**config.mk**
```make
export PLATFORM = sky130hd
export DESIGN_NAME = ahb3lite_timer_irq
export DESIGN_NICKNAME = d
export VERILOG_FILES = /design/src/rtl/ahb3lite_timer_irq.sv
export SDC_FILE = /design/constraint.sdc
export NUM_CORES = 1
export LEC_CHECK = 0
export BUFFER_PORTS_ARGS = -buffer_cell sky130_fd_sc_hd__buf_2
export CORE_MARGIN = 3
export CORE_UTILIZATION = 40
export CTS_CLUSTER_SIZE = 10
export DETAILED_ROUTE_END_ITERATION = 12
export PLACE_DENSITY_LB_ADDON = 0.2
export SYNTH_ARGS = -nofsm -noshare
export SYNTH_HDL_FRONTEND = slang
export SYNTH_SLANG_ARGS = --single-unit
```
**constraint.sdc**
```tcl
create_clock -name HCLK -period 5.5 [get_ports HCLK]
set_clock_uncertainty 0.15 [all_clocks]
set_input_delay 1.1 -clock HCLK [delete_from_list [all_inputs] [get_ports HCLK]]
set_output_delay 1.1 -clock HCLK [all_outputs]
set_load 0.02 [all_outputs]
```
**src/rtl/ahb3lite_timer_irq.sv**
```systemverilog
// AHB3-lite timer bank: NUM_CH down-counters on a shared prescaler, level IRQ = PEND & IE.
// Zero wait states (HREADYOUT tied high); writes commit at the end of the data phase, reads are combinational.
module ahb3lite_timer_irq #(
  parameter int NUM_CH     = 4,
  parameter int CNT_W      = 32,
  parameter int HADDR_SIZE = 32,
  parameter int HDATA_SIZE = 32
) (
  input  logic                  HCLK,
  input  logic                  HRESETn,
  input  logic                  HSEL,
  input  logic [HADDR_SIZE-1:0] HADDR,
  input  logic [HDATA_SIZE-1:0] HWDATA,
  output logic [HDATA_SIZE-1:0] HRDATA,
  input  logic                  HWRITE,
  input  logic [2:0]            HSIZE,
  input  logic [2:0]            HBURST,
  input  logic [3:0]            HPROT,
  input  logic [1:0]            HTRANS,
  input  logic                  HREADY,
  output logic                  HREADYOUT,
  output logic                  HRESP,
  output logic [NUM_CH-1:0]     IRQ
);

  logic                          dp_vld;
  logic                          dp_write;
  logic                          dp_word;
  logic [6:0]                    dp_addr;

  logic                          wr;
  logic                          rd;
  logic                          glob;
  logic [3:0]                    ch_sel;
  logic [1:0]                    reg_sel;
  logic                          prescale_wr;

  logic [15:0]                   prescale;
  logic [15:0]                   pre_cnt;
  logic                          tick;

  logic [NUM_CH-1:0]             en;
  logic [NUM_CH-1:0]             periodic;
  logic [NUM_CH-1:0]             ie;
  logic [NUM_CH-1:0]             pend;
  logic [NUM_CH-1:0][CNT_W-1:0]  load;
  logic [NUM_CH-1:0][CNT_W-1:0]  count;

  logic [NUM_CH-1:0]             ctrl_wr;
  logic [NUM_CH-1:0]             load_wr;
  logic [NUM_CH-1:0]             stat_wr;
  logic [NUM_CH-1:0]             term;
  logic [HDATA_SIZE-1:0]         rdata;

  logic                          unused_ok;
  assign unused_ok = ^{HBURST, HPROT, HADDR[HADDR_SIZE-1:9], HADDR[1:0], HWDATA};

  always_ff @(posedge HCLK or negedge HRESETn) begin
    if (!HRESETn) begin
      dp_vld   <= 1'b0;
      dp_write <= 1'b0;
      dp_word  <= 1'b0;
      dp_addr  <= '0;
    end else if (HREADY) begin
      dp_vld   <= HSEL & HTRANS[1];
      dp_write <= HWRITE;
      dp_word  <= (HSIZE == 3'b010);
      dp_addr  <= HADDR[8:2];
    end
  end

  // Sub-word writes are accepted on the bus but never touch a register.
  assign wr          = dp_vld & dp_write & dp_word & HREADY;
  assign rd          = dp_vld & ~dp_write;
  assign glob        = dp_addr[6];
  assign ch_sel      = dp_addr[5:2];
  assign reg_sel     = dp_addr[1:0];
  assign prescale_wr = wr & glob & (dp_addr[5:0] == 6'd0);

  assign tick = (pre_cnt == prescale) & ~prescale_wr;

  always_ff @(posedge HCLK or negedge HRESETn) begin
    if (!HRESETn) begin
      prescale <= '0;
      pre_cnt  <= '0;
    end else if (prescale_wr) begin
      prescale <= HWDATA[15:0];
      pre_cnt  <= '0;
    end else if (pre_cnt == prescale) begin
      pre_cnt  <= '0;
    end else begin
      pre_cnt  <= pre_cnt + 16'd1;
    end
  end

  always_comb begin
    ctrl_wr = '0;
    load_wr = '0;
    stat_wr = '0;
    term    = '0;
    for (int c = 0; c < NUM_CH; c++) begin
      if (wr && !glob && ch_sel == 4'(c)) begin
        ctrl_wr[c] = (reg_sel == 2'd0);
        load_wr[c] = (reg_sel == 2'd1);
        stat_wr[c] = (reg_sel == 2'd3);
      end
      term[c] = tick & en[c] & (count[c] == '0);
    end
  end

  // Priorities: a bus write to CTRL/LOAD overrides the hardware update; a PEND set beats W1C.
  always_ff @(posedge HCLK or negedge HRESETn) begin
    if (!HRESETn) begin
      en       <= '0;
      periodic <= '0;
      ie       <= '0;
      pend     <= '0;
      load     <= '0;
      count    <= '0;
    end else begin
      for (int c = 0; c < NUM_CH; c++) begin
        if (ctrl_wr[c]) begin
          en[c]       <= HWDATA[0];
          periodic[c] <= HWDATA[1];
          ie[c]       <= HWDATA[2];
        end else if (term[c] && !periodic[c]) begin
          en[c] <= 1'b0;
        end

        pend[c] <= term[c] | (pend[c] & ~(stat_wr[c] & HWDATA[0]));

        if (load_wr[c]) begin
          load[c]  <= HWDATA[CNT_W-1:0];
          count[c] <= HWDATA[CNT_W-1:0];
        end else if (term[c]) begin
          if (periodic[c]) count[c] <= load[c];
        end else if (tick && en[c]) begin
          count[c] <= count[c] - CNT_W'(1);
        end
      end
    end
  end

  always_comb begin
    rdata = '0;
    if (rd) begin
      if (glob) begin
        if (dp_addr[5:0] == 6'd0)      rdata[15:0]       = prescale;
        else if (dp_addr[5:0] == 6'd1) rdata[NUM_CH-1:0] = pend;
      end else begin
        for (int c = 0; c < NUM_CH; c++) begin
          if (ch_sel == 4'(c)) begin
            case (reg_sel)
              2'd0: rdata[2:0]       = {ie[c], periodic[c], en[c]};
              2'd1: rdata[CNT_W-1:0] = load[c];
              2'd2: rdata[CNT_W-1:0] = count[c];
              2'd3: rdata[0]         = pend[c];
            endcase
          end
        end
      end
    end
  end

  assign HRDATA    = rdata;
  assign HREADYOUT = 1'b1;
  assign HRESP     = 1'b0;
  assign IRQ       = pend & ie;

endmodule
```
### Word level (Yosys, flattened, before mapping)

Cells that the tools add are included.

| word-level totals | value |
|---|---|
| register bits after elaboration | 314 |
| bits in latches | 0 |
| RAM bits | 0 |
| memory bits (read-only) | 0 |
| input port bits | 81 |
| output and inout bits | 38 |
| logic and storage cells | 179 |
| memories kept | 0 |

| operators by class | value |
|---|---|
| $add $sub $neg | 5 |
| multipliers | 0 |
| div/mod/pow operators | 0 |
| order comparisons | 0 |
| equality and inequality tests | 13 |
| shift-type cells | 0 |
| mux-type cells | 62 |
| bitwise operators | 35 |
| reductions and logical operators | 37 |

Operator list:

| operator | number |
|---|---|
| 32-bit two-way mux | 23 |
| 29-bit case mux with 2 select lines | 4 |
| 32-bit zero test | 4 |
| 32-bit by 1-bit subtractor with 32-bit output (second input constant) | 4 |
| 16-bit two-way mux | 4 |
| 1-bit AND | 24 |
| 2-bit case mux with 3 select lines | 4 |
| 1-bit two-way mux | 20 |
| 16-bit by 1-bit adder with 16-bit output (second input constant) | 1 |
| 16-bit equality test | 1 |
| 1-bit case mux with 4 select lines | 4 |
| 1-bit logical AND | 13 |
| 12-bit two-way mux | 1 |
| 3-bit inequality test (second input constant) | 4 |
| 3-bit nonzero test | 4 |
| 4-bit by 2-bit equality test with 1-bit output (second input constant) | 2 |
| 4-bit two-way mux | 2 |
| 2-bit AND reduction | 4 |
| 2-bit nonzero test | 4 |
| 6-bit by 1-bit equality test with 1-bit output (second input constant) | 1 |
| 6-bit zero test | 1 |
| 1-bit inverter | 6 |
| 1-bit zero test | 5 |
| 4-bit AND | 1 |
| other kinds (7) | 11 |

### Depth between registers and ports, before layout

| depth | value |
|---|---|
| depth after elaboration | 13 |
| gate-level depth with buffers | 11 |

### Least setup slack after synthesis

No wires, ideal clock.

| path | value |
|---|---|
| kind | reg2out |
| start point | register dp_addr[3] |
| end point | output port HRDATA[29] |
| data arrival time | 2.565 ns |
| data required time | 4.250 ns |
| slack | 1.685 ns |
| stages on the path, launching flop included | 10 |
| buffers on the path | 3 |
| cells stage by stage | dfrtp_1 clkbuf_1 nor4_1 and2_1 clkbuf_1 clkbuf_1 a222oi_1 a211oi_1 a21oi_1 nor2_1 |

| between the ends | value |
|---|---|
| longest elaborated chain between the ends | 12 |
| elaborated cells between the ends (all ways) | 15 |
| classes of those cells | eq/ne: 3; mux: 11; reduce/logical: 1 |

RTL lines:

| element | RTL line | text |
|---|---|---|
| start: declaration | 29 | `logic [6:0] dp_addr;` |
| start signal: assignment | 68 | `dp_addr <= HADDR[8:2];` |
| 4-bit zero test | 152 | `if (ch_sel == 4'(c)) begin` |
| 32-bit two-way mux | 152 |  |
| 32-bit two-way mux | 147 | `if (glob) begin` |
| 32-bit two-way mux | 146 | `if (rd) begin` |
| 29-bit case mux with 2 select lines | 153 | `case (reg_sel)` |
| 32-bit two-way mux | 152 |  |
| 29-bit case mux with 2 select lines | 153 |  |
| 32-bit two-way mux | 152 |  |
| 29-bit case mux with 2 select lines | 153 |  |
| 32-bit two-way mux (*) | 152 |  |
| 16-bit two-way mux (*) | 147 |  |
| 32-bit two-way mux (*) | 146 |  |
| end: declaration | 14 | `output logic [HDATA_SIZE-1:0] HRDATA,` |

Mark *: on every way between the ends. The rest lies on a longest branch, timed or not. The select of a mux whose other input is x is not followed.

### Final worst setup path

| path | value |
|---|---|
| start point | register dp_addr[3] |
| end point | output port HRDATA[19] |

The elaborated chain is that of the path after synthesis.

==> impl_metrics.py <==
metrics = {
    "run_status": {
        "status": "complete, no violations",
    },
    "place": {
        "port-buffer-count": 83,
        "finalWeightedCongestion": 0.976,
        "place_hpwl_mm": 48.5,
        "dp_cells": 2844,
    },
    "run": {
        "cap_violations": 0,
    },
    "global_routing": {
        "grt_pass1_wl_mm": 106,
        "grt_max_degree": 107,
        "grt_antenna_before_repair": 1,
        "grt_pass1_vias": 17000,
        "grt_use_total_pct": 27.1,
        "grt_overflow": 0,
    },
    "logic_synthesis": {
        "synth_area_sq_um": 18700,
        "syn_nets": 2382,
        "synth-edff-count": 0,
        "synth-xor-area-share_pct": 2.62,
        "synth_top_family_by_area": "simple AND/OR/NAND/NOR gates",
        "synth_top_flop_cell": "dfrtp_1",
        "async_reset_ff_share_pct": 100,
        "synthMuxAreaShare_pct": 2.39,
        "netlist_instances": 2286,
        "synth.distinct_cells": 75,
        "avgSynthCellArea_sq_um": 8.19,
        "synth-adder-area-share_pct": 1.00,
        "ys_ff_latch": 314,
        "ys.warnings.count": 0,
        "synth_compound_gate_area_share_pct": 23.1,
        "synthSimpleGateAreaFrac_pct": 24.6,
        "ys_seq_area_share_pct": 42.0,
    },
    "drt": {
        "wl_met2_mm": 29.5,
        "dr.pass1.iters": 7,
        "wl_met3_mm": 7.22,
        "drcViolationCount": 0,
        "drtAntennaViolNets": 0,
        "drt_iter0_markers": 2227,
        "met1Wirelength_mm": 30.2,
        "wl_per_cell_microns": 23.8,
        "viasPerCell": 6.32,
        "top_layer_used": "met5",
        "via_count": 18300,
        "drt_wl_total_mm": 68.9,
    },
    "setup_path": {
        "critPathRequiredTime_ns": 4.25,
        "critPathMaxFanout": 11,
        "arrival_ns": 3.69,
        "endpoint_kind": "output pin",
        "start_kind": "flip-flop",
        "path_class": "reg -> out",
        "regToRegSetupSlack_ns": 1.47,
    },
    "sta": {
        "fin_setup_tns_ns": 0,
        "slew_headroom_pct": 20.0,
        "finalCritPeriodShare_pct": 89.8,
        "finalSetupViolations": 0,
        "hold_viol": 0,
        "slew_viol_final": 0,
        "rsz0062_at_grt": "no",
        "hold_ws_ns": 0.350,
        "max_freq_mhz": 202,
        "tightest_slew_ns": 1.20,
        "finalCriticalPeriod_ns": 4.94,
    },
    "cts": {
        "htreeDepth": 2,
        "hold_buffers": 0,
        "cts_buffers": 39,
        "cts_setup_buffers": 0,
        "clock_sinks": 314,
        "post_cts_resize_count": 0,
        "cts.clk_slew.worst_paths_ns": 0.05,
        "clock_latency_ns": 0.57,
        "clock-root-buffer": "clkbuf_16",
        "cts_tree": "built",
        "clk_path_buf_depth": 3,
    },
    "cells_and_area": {
        "stdcell_count": 2898,
        "finalCoreUtilization_pct": 45.5,
        "final_common_cell": "nand2_1",
        "diodes": 0,
        "fillerInstances": 4450,
        "drive_gt1_share_pct": 10.7,
        "nNetsFinal": 2381,
        "syn_to_final_growth_pct": 11.1,
        "mostFrequentLayoutCells": "nand2_1 (521), dfrtp_1 (314), nor2_1 (223)",
    },
    "pwr": {
        "combPwrFrac_pct": 41.0,
        "power_uw": 8550,
        "internal_power_uw": 5160,
        "vdd_ir_drop_max_v": 0.000260,
        "p_seq_share_pct": 31.4,
        "netSwitchingFraction_pct": 39.7,
        "power.switching_uw": 3390,
        "powerDensity_nw_per_um2": 411,
        "power.leakage_uw": 0.00981,
        "power.share.clock_pct": 27.6,
    },
    "floorplan": {
        "fp.coreArea_sq_um": 45800,
        "die_w_microns": 222,
        "die-area_sq_um": 49400,
        "ios": 119,
        "die_h_microns": 222,
        "core.rowCount": 78,
        "floorplan.initialDensity_pct": 40.9,
    },
    "hold_path": {
        "hp-class": "reg -> reg",
    },
}
-- final timing paths --
path	from	endpoint	cells past startpoint
max in group asynchronous	HRESETn	count[2]	2
min reg2reg	load[2]	load[2]	2
max reg2reg	count[84]	count[67]	7
max	dp_addr[3]	HRDATA[19]	7
min	load[2]	load[2]	2
min in group asynchronous	HRESETn	count[121]	1
-- per-layer routing --
layer	global-route usage, %	vias up
met3	5.88	122
met5	0	-
li1	-	8278
met1	40.6	8945
met4	7.53	2
met2	39.4	961
-- state kept, by name, summed over array words and instances, names as in the netlist --
register and cells:
count 128, dp_addr 7, dp_vld 1, dp_word 1, dp_write 1, en 4, ie 4, load 128
pend 4, periodic 4, pre_cnt 16, prescale 16
-- logic make-up after synthesis --
| logic type | Yosys count |
|---|---|
| buffers and inverters | 201 |
| AOI/OAI and AO/OA | 622 |
| adders and majority gates | 15 |
| xor gates and xnor gates | 56 |
| DFF | 314 |
| and+or+nand+nor | 1037 |
| other | 2 |
| muxes | 39 |
-- critical path, cell delays in order (launching register included) --
cell      delay, ns
dfrtp_1        0.54
nor4b_2        0.38
and2_0         0.63
a222oi_1       0.28
a211oi_1       0.76
a21oi_1        0.20
nor2_1         0.15
buf_2          0.18
-- synthesized netlist by cell type (9+ instances only) --
cell type	number	share of area, %
a211o_1	13	0.61
a211oi_1	37	1.5
a21oi_1	122	3.3
a221oi_1	32	1.5
a222oi_1	41	2.2
a22o_1	65	3.0
a22oi_1	18	0.72
a31oi_1	13	0.43
and2_1	10	0.33
and3_1	20	0.67
buf_2	19	0.51
clkbuf_1	146	2.9
dfrtp_1	314	42
ha_1	15	1.0
inv_1	20	0.40
mux2_2	26	1.6
mux2i_1	11	0.59
nand2_1	521	10
nand3_1	36	0.96
nand4_1	17	0.57
nor2_1	224	4.5
nor2b_1	9	0.30
nor3_1	69	1.8
nor3b_1	9	0.36
nor4_1	54	1.8
o211ai_1	57	2.3
o21ai_0	132	3.5
o31ai_1	28	1.1
or3_1	17	0.57
or4_1	16	0.64
xnor2_1	21	0.98
xor2_1	35	1.6
-- per-stage QoR --
step	setup slack [ns]	area, sq um
after global routing	0.459	20800
after floorplan	1.69	18700
after global placement	1.26	19700
after detailed placement	1.23	19700
after CTS	0.620	20800
final	0.559	20800
-- final cells by class --
type	instances	area [sq um]	share of cell area, %
clock buffers	50	1080	5.18
clock inverters	4	23.8	0.114
inverters	20	75.1	0.361
multi-input cells	1771	10100	48.7
flip-flops and latches	314	7860	37.8
well taps	600	751	3.61
repair buffers	139	896	4.31
-- power by group through the flow --
stage                     logic (uW)  registers (uW)  clock network, uW
after CTS                       3470            2680               2390
after detailed placement        3440            2720                  0
final                           3510            2690               2360
after global routing            3920            2710               2490
after floorplan                 2640            2630                  0
after global placement          3380            2710                  0
(Power assumes the default switching activity.)
